--- config.mk ---
export PLATFORM = sky130hd
export DESIGN_NAME = sense_input_conditioner_flat
export DESIGN_NICKNAME = d
export VERILOG_FILES = /design/src/rtl/sense_input_conditioner_if.sv /design/src/rtl/sense_input_conditioner.sv /design/src/flat_wrapper.sv
export SDC_FILE = /design/constraint.sdc
export NUM_CORES = 1
export LEC_CHECK = 0
export CAP_MARGIN = 25
export CORE_MARGIN = 4
export CORE_UTILIZATION = 40
export CTS_CLUSTER_DIAMETER = 60
export DETAILED_ROUTE_END_ITERATION = 10
export GPL_TIMING_DRIVEN = 0
export PLACE_DENSITY = 0.77
export SYNTH_ARGS = -nofsm -noshare
export SYNTH_HDL_FRONTEND = slang
export SYNTH_SLANG_ARGS = --single-unit
--- constraint.sdc ---
create_clock -name clk -period 2.8 [get_ports clk]
set_clock_uncertainty 0.2 [all_clocks]
set_input_delay 0.56 -clock clk [delete_from_list [all_inputs] [get_ports clk]]
set_output_delay 0.56 -clock clk [all_outputs]
set_load 0.02 [all_outputs]
--- src/rtl/sense_input_conditioner_if.sv ---
// Signal bundle between the raw-input conditioner and its consumer.
// The master side drives the qualifiers, the threshold and the raw input. The slave side is the conditioner itself.
interface sense_input_conditioner_if #(
    parameter int FILTER_WIDTH = 4
);
    logic                    clk_en;
    logic                    filter_en_i;
    logic [FILTER_WIDTH-1:0] threshold_i;
    logic                    raw_i;
    logic                    filtered_o;
    logic                    pending_o;
    logic                    glitch_o;
    logic [FILTER_WIDTH-1:0] persist_count_o;

    modport master (
        output clk_en, filter_en_i, threshold_i, raw_i,
        input  filtered_o, pending_o, glitch_o, persist_count_o
    );

    modport slave (
        input  clk_en, filter_en_i, threshold_i, raw_i,
        output filtered_o, pending_o, glitch_o, persist_count_o
    );
endinterface

--- src/rtl/sense_input_conditioner.sv ---
// Synchroniser plus per-edge persistence filter for one asynchronous input.
// A new level is committed only after it has held for max(threshold,1) qualified samples. Abandoned transitions pulse glitch_o.
module sense_input_conditioner #(
    parameter int SYNC_STAGES  = 2,
    parameter int FILTER_WIDTH = 4
) (
    input  logic                      clk,
    input  logic                      async_rst_n,
    sense_input_conditioner_if.slave  bus
);

    // The state encoding puts filtered_o in bit 1 and pending_o in bit 0.
    // Both outputs then come straight from flops.
    typedef enum logic [1:0] {
        STABLE_LOW  = 2'b00,
        PEND_HIGH   = 2'b01,
        STABLE_HIGH = 2'b10,
        PEND_LOW    = 2'b11
    } state_t;

    logic [SYNC_STAGES-1:0]  sync_q;
    logic                    s;
    state_t                  state_q, state_d;
    logic [FILTER_WIDTH-1:0] count_q, count_d;
    logic                    glitch_q, glitch_d;
    logic [FILTER_WIDTH-1:0] thr_eff;
    logic [FILTER_WIDTH:0]   count_inc;
    logic                    reached;

    assign s         = sync_q[SYNC_STAGES-1];
    assign thr_eff   = (bus.threshold_i == '0) ? FILTER_WIDTH'(1) : bus.threshold_i;
    assign count_inc = {1'b0, count_q} + {{FILTER_WIDTH{1'b0}}, 1'b1};
    // The stable states hold count 0, so "reached" there means T == 1 and the commit is immediate.
    assign reached   = (count_inc >= {1'b0, thr_eff});

    // NOTE: clocked state uses non-blocking assignments, so every flop samples pre-edge values.
    always_ff @(posedge clk or negedge async_rst_n) begin
        if (!async_rst_n) begin
            sync_q <= '0;
        end else if (bus.clk_en) begin
            sync_q <= {sync_q[SYNC_STAGES-2:0], bus.raw_i};
        end
    end

    // NOTE: next-state values get defaults before any branch, so no path leaves them unassigned and no latch is inferred.
    always_comb begin
        state_d  = state_q;
        count_d  = count_q;
        glitch_d = 1'b0;

        if (!bus.filter_en_i) begin
            state_d = STABLE_LOW;
            count_d = '0;
        end else begin
            unique case (state_q)
                STABLE_LOW: begin
                    count_d = '0;
                    if (s) begin
                        if (reached) begin
                            state_d = STABLE_HIGH;
                        end else begin
                            state_d = PEND_HIGH;
                            count_d = count_inc[FILTER_WIDTH-1:0];
                        end
                    end
                end
                STABLE_HIGH: begin
                    count_d = '0;
                    if (!s) begin
                        if (reached) begin
                            state_d = STABLE_LOW;
                        end else begin
                            state_d = PEND_LOW;
                            count_d = count_inc[FILTER_WIDTH-1:0];
                        end
                    end
                end
                PEND_HIGH: begin
                    if (!s) begin
                        state_d  = STABLE_LOW;
                        count_d  = '0;
                        glitch_d = 1'b1;
                    end else if (reached) begin
                        state_d = STABLE_HIGH;
                        count_d = '0;
                    end else begin
                        count_d = count_inc[FILTER_WIDTH-1:0];
                    end
                end
                PEND_LOW: begin
                    if (s) begin
                        state_d  = STABLE_HIGH;
                        count_d  = '0;
                        glitch_d = 1'b1;
                    end else if (reached) begin
                        state_d = STABLE_LOW;
                        count_d = '0;
                    end else begin
                        count_d = count_inc[FILTER_WIDTH-1:0];
                    end
                end
                default: begin
                    state_d = STABLE_LOW;
                    count_d = '0;
                end
            endcase
        end
    end

    always_ff @(posedge clk or negedge async_rst_n) begin
        if (!async_rst_n) begin
            state_q  <= STABLE_LOW;
            count_q  <= '0;
            glitch_q <= 1'b0;
        end else if (bus.clk_en) begin
            state_q  <= state_d;
            count_q  <= count_d;
            glitch_q <= glitch_d;
        end
    end

    assign bus.filtered_o      = state_q[1];
    assign bus.pending_o       = state_q[0];
    assign bus.glitch_o        = glitch_q;
    assign bus.persist_count_o = count_q;

endmodule

--- src/flat_wrapper.sv ---
// flat-port wrapper written by rule: the top's interface ports become plain ports
module sense_input_conditioner_flat 
#(
    parameter int SYNC_STAGES  = 2,
    parameter int FILTER_WIDTH = 4
)
  (clk, async_rst_n, bus_clk_en, bus_filter_en_i, bus_threshold_i, bus_raw_i, bus_filtered_o, bus_pending_o, bus_glitch_o, bus_persist_count_o);
  sense_input_conditioner_if #(.FILTER_WIDTH(FILTER_WIDTH)) bus_i ();
  input  logic clk;
  input  logic async_rst_n;
  input wire logic [$bits(bus_i.clk_en)-1:0] bus_clk_en;
  input wire logic [$bits(bus_i.filter_en_i)-1:0] bus_filter_en_i;
  input wire logic [$bits(bus_i.threshold_i)-1:0] bus_threshold_i;
  input wire logic [$bits(bus_i.raw_i)-1:0] bus_raw_i;
  output wire logic [$bits(bus_i.filtered_o)-1:0] bus_filtered_o;
  output wire logic [$bits(bus_i.pending_o)-1:0] bus_pending_o;
  output wire logic [$bits(bus_i.glitch_o)-1:0] bus_glitch_o;
  output wire logic [$bits(bus_i.persist_count_o)-1:0] bus_persist_count_o;
  assign bus_i.clk_en = bus_clk_en;
  assign bus_i.filter_en_i = bus_filter_en_i;
  assign bus_i.threshold_i = bus_threshold_i;
  assign bus_i.raw_i = bus_raw_i;
  assign bus_filtered_o = bus_i.filtered_o;
  assign bus_pending_o = bus_i.pending_o;
  assign bus_glitch_o = bus_i.glitch_o;
  assign bus_persist_count_o = bus_i.persist_count_o;
  sense_input_conditioner #(.SYNC_STAGES(SYNC_STAGES), .FILTER_WIDTH(FILTER_WIDTH)) u_core (.clk(clk), .async_rst_n(async_rst_n), .bus(bus_i));
endmodule
# Yosys cells after proc, flatten, opt, wreduce, memory -nomap -nowiden
# Cells that the tools add are included.
[op_classes] eq_ne=7 add_sub_neg=1 magnitude_cmp=1 reduce_logical=5 muxes=20
[op_table] cell="4-bit two-way mux" count=5
[op_table] cell="2-bit two-way mux" count=9
[op_table] cell="2-bit one-hot mux with 4 select lines" count=1
[op_table] cell="4-bit one-hot mux with 2 select lines" count=1
[op_table] cell="4-bit by 1-bit adder with 5-bit output (second input constant)" count=1
[op_table] cell="5-bit by 4-bit >= comparator with 1-bit output" count=1
[op_table] cell="5-bit AND reduction" count=1
[op_table] cell="2-bit equality test (second input constant)" count=2
[op_table] cell="4-bit zero test" count=1
[op_table] cell="4-bit by 2-bit != test with 1-bit output (second input constant)" count=1
[op_table] cell="4-bit != test (second input constant)" count=1
[op_table] cell="2-bit OR reduction" count=2
[op_table] cell="1-bit two-way mux" count=3
[op_table] cell="3-bit by 2-bit != test with 1-bit output (second input constant)" count=1
[op_table] cell="3-bit != test (second input constant)" count=1
[op_table] cell="2-bit by 1-bit equality test with 1-bit output (second input constant)" count=1
[op_table] cell="2-bit zero test" count=1
[op_table] cell="1-bit one-hot mux with 2 select lines" count=1
[word_totals] regBits=9 word_cells=38 input_bits=9

# Depth between registers and ports, before layout
[logic_depth] depth_word=7 depth_mapped=7 ltp_nobuf=7

# Worst setup path before layout
# OpenSTA, ideal clock, no wires.
[synth_timing] kind="reg2reg" startpoint="reg u_core.count_q[0], in the netlist u_core.bus.persist_count_o[0]" endpoint="reg u_core.state_q[1]" path_stages_with_launch=7 slack_ps=706 synth_period_minus_slack_ps=2094 arrival_time_ps=1754 setup_time_ps=140 cell_sequence="dfrtp_1 -> ha_1 -> xor2_1 -> ha_1 -> o21ai_0 -> o21a_1 -> o221ai_1"
[synth_between] elab_chain_len=6 elab_cells_between_ends=11
[synth_lines] item="start: declaration" line_no="sense_input_conditioner.sv:24" source="logic [FILTER_WIDTH-1:0] count_q, count_d;"
[synth_lines] item="start signal: assignment" line_no="sense_input_conditioner.sv:117" source="count_q <= count_d;"
[synth_lines] item="4-bit by 1-bit adder with 5-bit output *" line_no="sense_input_conditioner.sv:32" source="assign count_inc = {1'b0, count_q} + {{FILTER_WIDTH{1'b0}}, 1'b1};"
[synth_lines] item="5-bit by 4-bit >= comparator with 1-bit output *" line_no="sense_input_conditioner.sv:34" source="assign reached = (count_inc >= {1'b0, thr_eff});"
[synth_lines] item="2-bit two-way mux (on tied branches)" line_no="sense_input_conditioner.sv:70, sense_input_conditioner.sv:59"
[synth_lines] item="2-bit two-way mux (on tied branches)" line_no="sense_input_conditioner.sv:69, sense_input_conditioner.sv:58"
[synth_lines] item="2-bit one-hot mux with 4 select lines" line_no="sense_input_conditioner.sv:55" source="unique case (state_q)"
[synth_lines] item="2-bit two-way mux" line_no="sense_input_conditioner.sv:51" source="if (!bus.filter_en_i) begin"
[synth_lines] item="end signal: assignment" line_no="sense_input_conditioner.sv:116" source="state_q <= state_d;"
[synth_lines] item="end: declaration" line_no="sense_input_conditioner.sv:23" source="state_t state_q, state_d;"
# Mark *: on every way between the ends. The rest lies on a longest branch, timed or not. The select of a mux whose other input is x is not followed.
# A chain may end at the register's enable or synchronous reset.

# Final worst setup path
[layout_timing] startpoint="in bus_threshold_i[2]" endpoint="reg u_core.count_q[1], in the netlist u_core.bus.persist_count_o[1]"
[layout_between] elab_chain_len=7 elab_cells_between_ends=8
[layout_lines] item="start: declaration" line_no="flat_wrapper.sv:13" source="input wire logic [$bits(bus_i.threshold_i)-1:0] bus_threshold_i;"
[layout_lines] item="4-bit zero test" line_no="sense_input_conditioner.sv:31" source="assign thr_eff = (bus.threshold_i == '0) ? FILTER_WIDTH'(1) : bus.threshold_i;"
[layout_lines] item="4-bit two-way mux *" line_no="sense_input_conditioner.sv:31"
[layout_lines] item="5-bit by 4-bit >= comparator with 1-bit output *" line_no="sense_input_conditioner.sv:34"
[layout_lines] item="4-bit two-way mux *"
[layout_lines] item="4-bit two-way mux (on tied branches)" line_no="sense_input_conditioner.sv:91, sense_input_conditioner.sv:58"
[layout_lines] item="4-bit one-hot mux with 2 select lines *" line_no="sense_input_conditioner.sv:55"
[layout_lines] item="4-bit two-way mux *" line_no="sense_input_conditioner.sv:51"
# Mark *: on every way between the ends. The rest lies on a longest branch, timed or not.

==> out/summary.log <==
qor: clock_tree.cts_h_tree_lvls 1
qor: global_routing.grt_antenna_before_repair 0
qor: hold_path.min_path_cells 1
qor: power.pwr_density_cell 596 nW/um^2
qor: cells_and_area.fraction_of_layout_instances_using_a_drive_strength_above_1 0.139
qor: global_routing.top_usage_layer met2
qor: setup_path.critPathArrivalTime 2340 ps
qor: global_routing.first_pass_grt_wire_length 1.93 mm
qor: floorplan.floorplan.initialDensity 0.421
qor: placed_design.pre_cts_slack 144 ps
qor: clock_tree.postCtsResizedCells 0
qor: timing.drv_slew 0
qor: placed_design.hpwlAfterDp 915 um
qor: timing.portion_of_the_clock_cycle_consumed_by_the_worst_path_in_the_final_layout 0.844
qor: cells_and_area.area.sequential 225 um^2
qor: route.detailroute.via_count 433
qor: timing.worst_pin_slew 463 ps
qor: floorplan.core.rowCount 13
qor: setup_path.crit_family compound AO/OA/AOI/OAI gates
qor: setup_path.timing.critical_path.slowest_stage_cell sky130_fd_sc_hd__clkdlybuf4s50_1
qor: route.ant_nets 0
qor: status.run_status complete, no violations
qor: logic_synthesis.synth-seq-cells 9
qor: global_routing.globalRoute.totalOverflow 0
qor: setup_path.crit_fanout 4
qor: clock_tree.number_of_buffers_inserted_during_clock_tree_synthesis 3
qor: power.p_leak 0.335 nW
qor: timing.setup_total_negative_slack 0 ps
qor: floorplan.die_height 45.0 um
qor: logic_synthesis.post_syn_area_per_cell 10.3 um^2
qor: setup_path.required 2780 ps
qor: floorplan.fp.dieW 45.0 um
qor: clock_tree.clock_latency 260 ps
qor: setup_path.critical_path.max_stage_delay 450 ps
qor: floorplan.die_area 2030 um^2
qor: timing.final.min_clock_period 2360 ps
qor: logic_synthesis.yosys_warning_total 0
qor: hold_path.hold_path_end u_core.sync_q[1]
qor: floorplan.core_region_area 1300 um^2
qor: logic_synthesis.synth.net_count 67
qor: hold_path.holdCritStartpoint u_core.sync_q[0]
qor: power.irDropWorstVdd 0.339 mV
qor: timing.max_freq 0.423 GHz
qor: setup_path.path_class in2reg
qor: route.routed_wire_length_per_instance 12.7 um
qor: clock_tree.cts_setup_buffers 0
qor: setup_path.crit-reg2reg-launch u_core.bus.persist_count_o[0]
qor: placed_design.buffers_added_on_ports 15
qor: clock_tree.clkSlewWorstSetupHoldPaths 70 ps
qor: logic_synthesis.synth.yosys.seq_area_share 0.411
qor: setup_path.element_type_at_the_critical_path_end flop
qor: clock_tree.ctsRootBufferMaster sky130_fd_sc_hd__clkbuf_4
qor: route.remaining_drc_errors 0
qor: global_routing.first_global_vias 431
qor: global_routing.globalRouteMet2Util 0.201
qor: setup_path.crit_path_cell_chain clkdlybuf4s50_1 -> inv_1 -> a31o_2 -> ha_1 -> nand2b_4 -> a211oi_4 -> o211ai_2 -> o22ai_1
qor: timing.rsz0062_at_grt no
qor: timing.finalHoldViolations 0
qor: cells_and_area.multi_input_comb_area 277 um^2
qor: timing.report.final.setup_viol 0
qor: route.drt_pre_antenna_iters 3
qor: logic_synthesis.post_syn_instances 53
qor: global_routing.grtUsageTotal 0.143
qor: global_routing.largest_net_degree_at_the_start_of_global_routing 11
qor: cells_and_area.nNetsFinal 87
qor: logic_synthesis.syn_area 548 um^2
qor: route.routed_via_density 4.98
qor: timing.final_critical_path_setup_slack 438 ps
qor: cells_and_area.fillCellCount 121
qor: setup_path.regToRegSetupSlack 630 ps
qor: run.drv.max_cap_violation_count 0
qor: setup_path.number_of_buffer_and_inverter_stages_on_the_critical_path 2
qor: cells_and_area.final_cell_mix sky130_fd_sc_hd__clkdlybuf4s50_1 (15), sky130_fd_sc_hd__inv_1 (11), sky130_fd_sc_hd__dfrtp_1 (9)
qor: cells_and_area.antennaDiodeCount 0
qor: cells_and_area.syn_to_final_growth 35.6%
qor: global_routing.grt_util_met1 0.174
qor: hold_path.holdCritPathClass reg2reg
qor: placed_design.place.gp.congestion 0.704
qor: clock_tree.cts_num_sinks 9
qor: setup_path.reg2reg_to u_core.bus.persist_count_o[1]
qor: global_routing.met3_usage 0.0438
qor: cells_and_area.layout.cells.most_common sky130_fd_sc_hd__clkdlybuf4s50_1
qor: clock_tree.tritoncts done
qor: logic_synthesis.yosysUniqueCellTypes 24
qor: floorplan.design.portCount 16
qor: clock_tree.cts.hold.buffers_added 0
qor: setup_path.critPathLaunchType input port
qor: clock_tree.cts_buffer_depth 2
qor: cells_and_area.post-route-util 0.571
qor: setup_path.rr_worst_depth 6
qor: timing.worst_slew_margin_rel 0.688
qor: route.finalWirelength 1.11 mm
qor: route.drt_iter0_drc 3
## routing by layer
layer / share of wire / wire, um / vias up
met5: 0 / 0 / -
met4: 0.015 / 17 / 0
met3: 0.034 / 38 / 2
met2: 0.53 / 585 / 5
met1: 0.42 / 468 / 204
li1: - / - / 222
## worst register-to-register path: cells and delay by family, from the launching register on
family          cells  cell delay, ps
flops               1             440
fa+ha+maj           2             540
compound gates      3             720
xor+xnor            1             180
## cells in the mapped netlist (all sizes together)
library cell | instances | area share
a31o | 1 | 0.016
nand4 | 1 | 0.011
mux2i | 1 | 0.018
ha | 5 | 0.11
o2111ai | 1 | 0.016
mux2 | 2 | 0.041
o221ai | 1 | 0.016
xor2 | 1 | 0.016
a211oi | 1 | 0.037
o211ai | 1 | 0.023
inv | 11 | 0.075
nand2b | 2 | 0.037
nand2 | 1 | 0.0068
a31oi | 1 | 0.011
nand3 | 2 | 0.018
buf | 1 | 0.0091
o21ai | 4 | 0.037
xnor2 | 2 | 0.032
o22ai | 3 | 0.034
dfrtp | 9 | 0.41
nor2 | 1 | 0.0068
o21a | 1 | 0.014
## registers in the layout, summed over array words and instances (netlist names)
name                        count
u_core.bus.persist_count_o      4
u_core.bus.glitch_o             1
u_core.state_q                  2
u_core.sync_q                   2
## metrics by stage
stage	instance area [um^2]	power [mW]	hold WS [ps]	instances
CTS	743	0.451	306	87
floorplan	548	0.278	64.4	53
finish	743	0.443	302	87
global route	743	0.481	340	87
detailed placement	717	0.344	292	83
global placement	717	0.338	291	83
## cell families after synthesis
family                   count (synthesis)  share of synthesized area
AO/OA/AOI/OAI                           14                      0.203
buffers and inverters                   12                     0.0845
flip-flops                               9                      0.411
AND/OR/NAND/NOR                          7                     0.0799
adder cells (fa/ha/maj)                  5                      0.114
XOR/XNOR                                 3                     0.0480
multiplexers                             3                     0.0594
## area by class of cell
cell class / instances / area share
buffer: 1 / 0.00673
multi-input combinational: 32 / 0.372
clock buffer: 4 / 0.0354
timing repair buffer: 15 / 0.202
inverter: 11 / 0.0556
sequential: 9 / 0.303
tap: 15 / 0.0253
## worst max-delay path by stage
stage                     depth (start not counted)  slack [ps]                           from                             to
final                                             8         440             bus_threshold_i[2]  u_core.bus.persist_count_o[1]
after global routing                              8         330             bus_threshold_i[2]              u_core.state_q[1]
after CTS                                         8         430             bus_threshold_i[2]  u_core.bus.persist_count_o[1]
after detailed placement                          8         140             bus_threshold_i[2]  u_core.bus.persist_count_o[1]
after global placement                            8         190             bus_threshold_i[2]              u_core.state_q[1]
after floorplan                                   6         710  u_core.bus.persist_count_o[0]              u_core.state_q[1]
## power by group
part	internal [mW]	switching, mW
Combinational	0.0884	0.0799
Clock	0.0551	0.0494
Sequential	0.149	0.0210
Total	0.293	0.150
(Power assumes the default switching activity.)
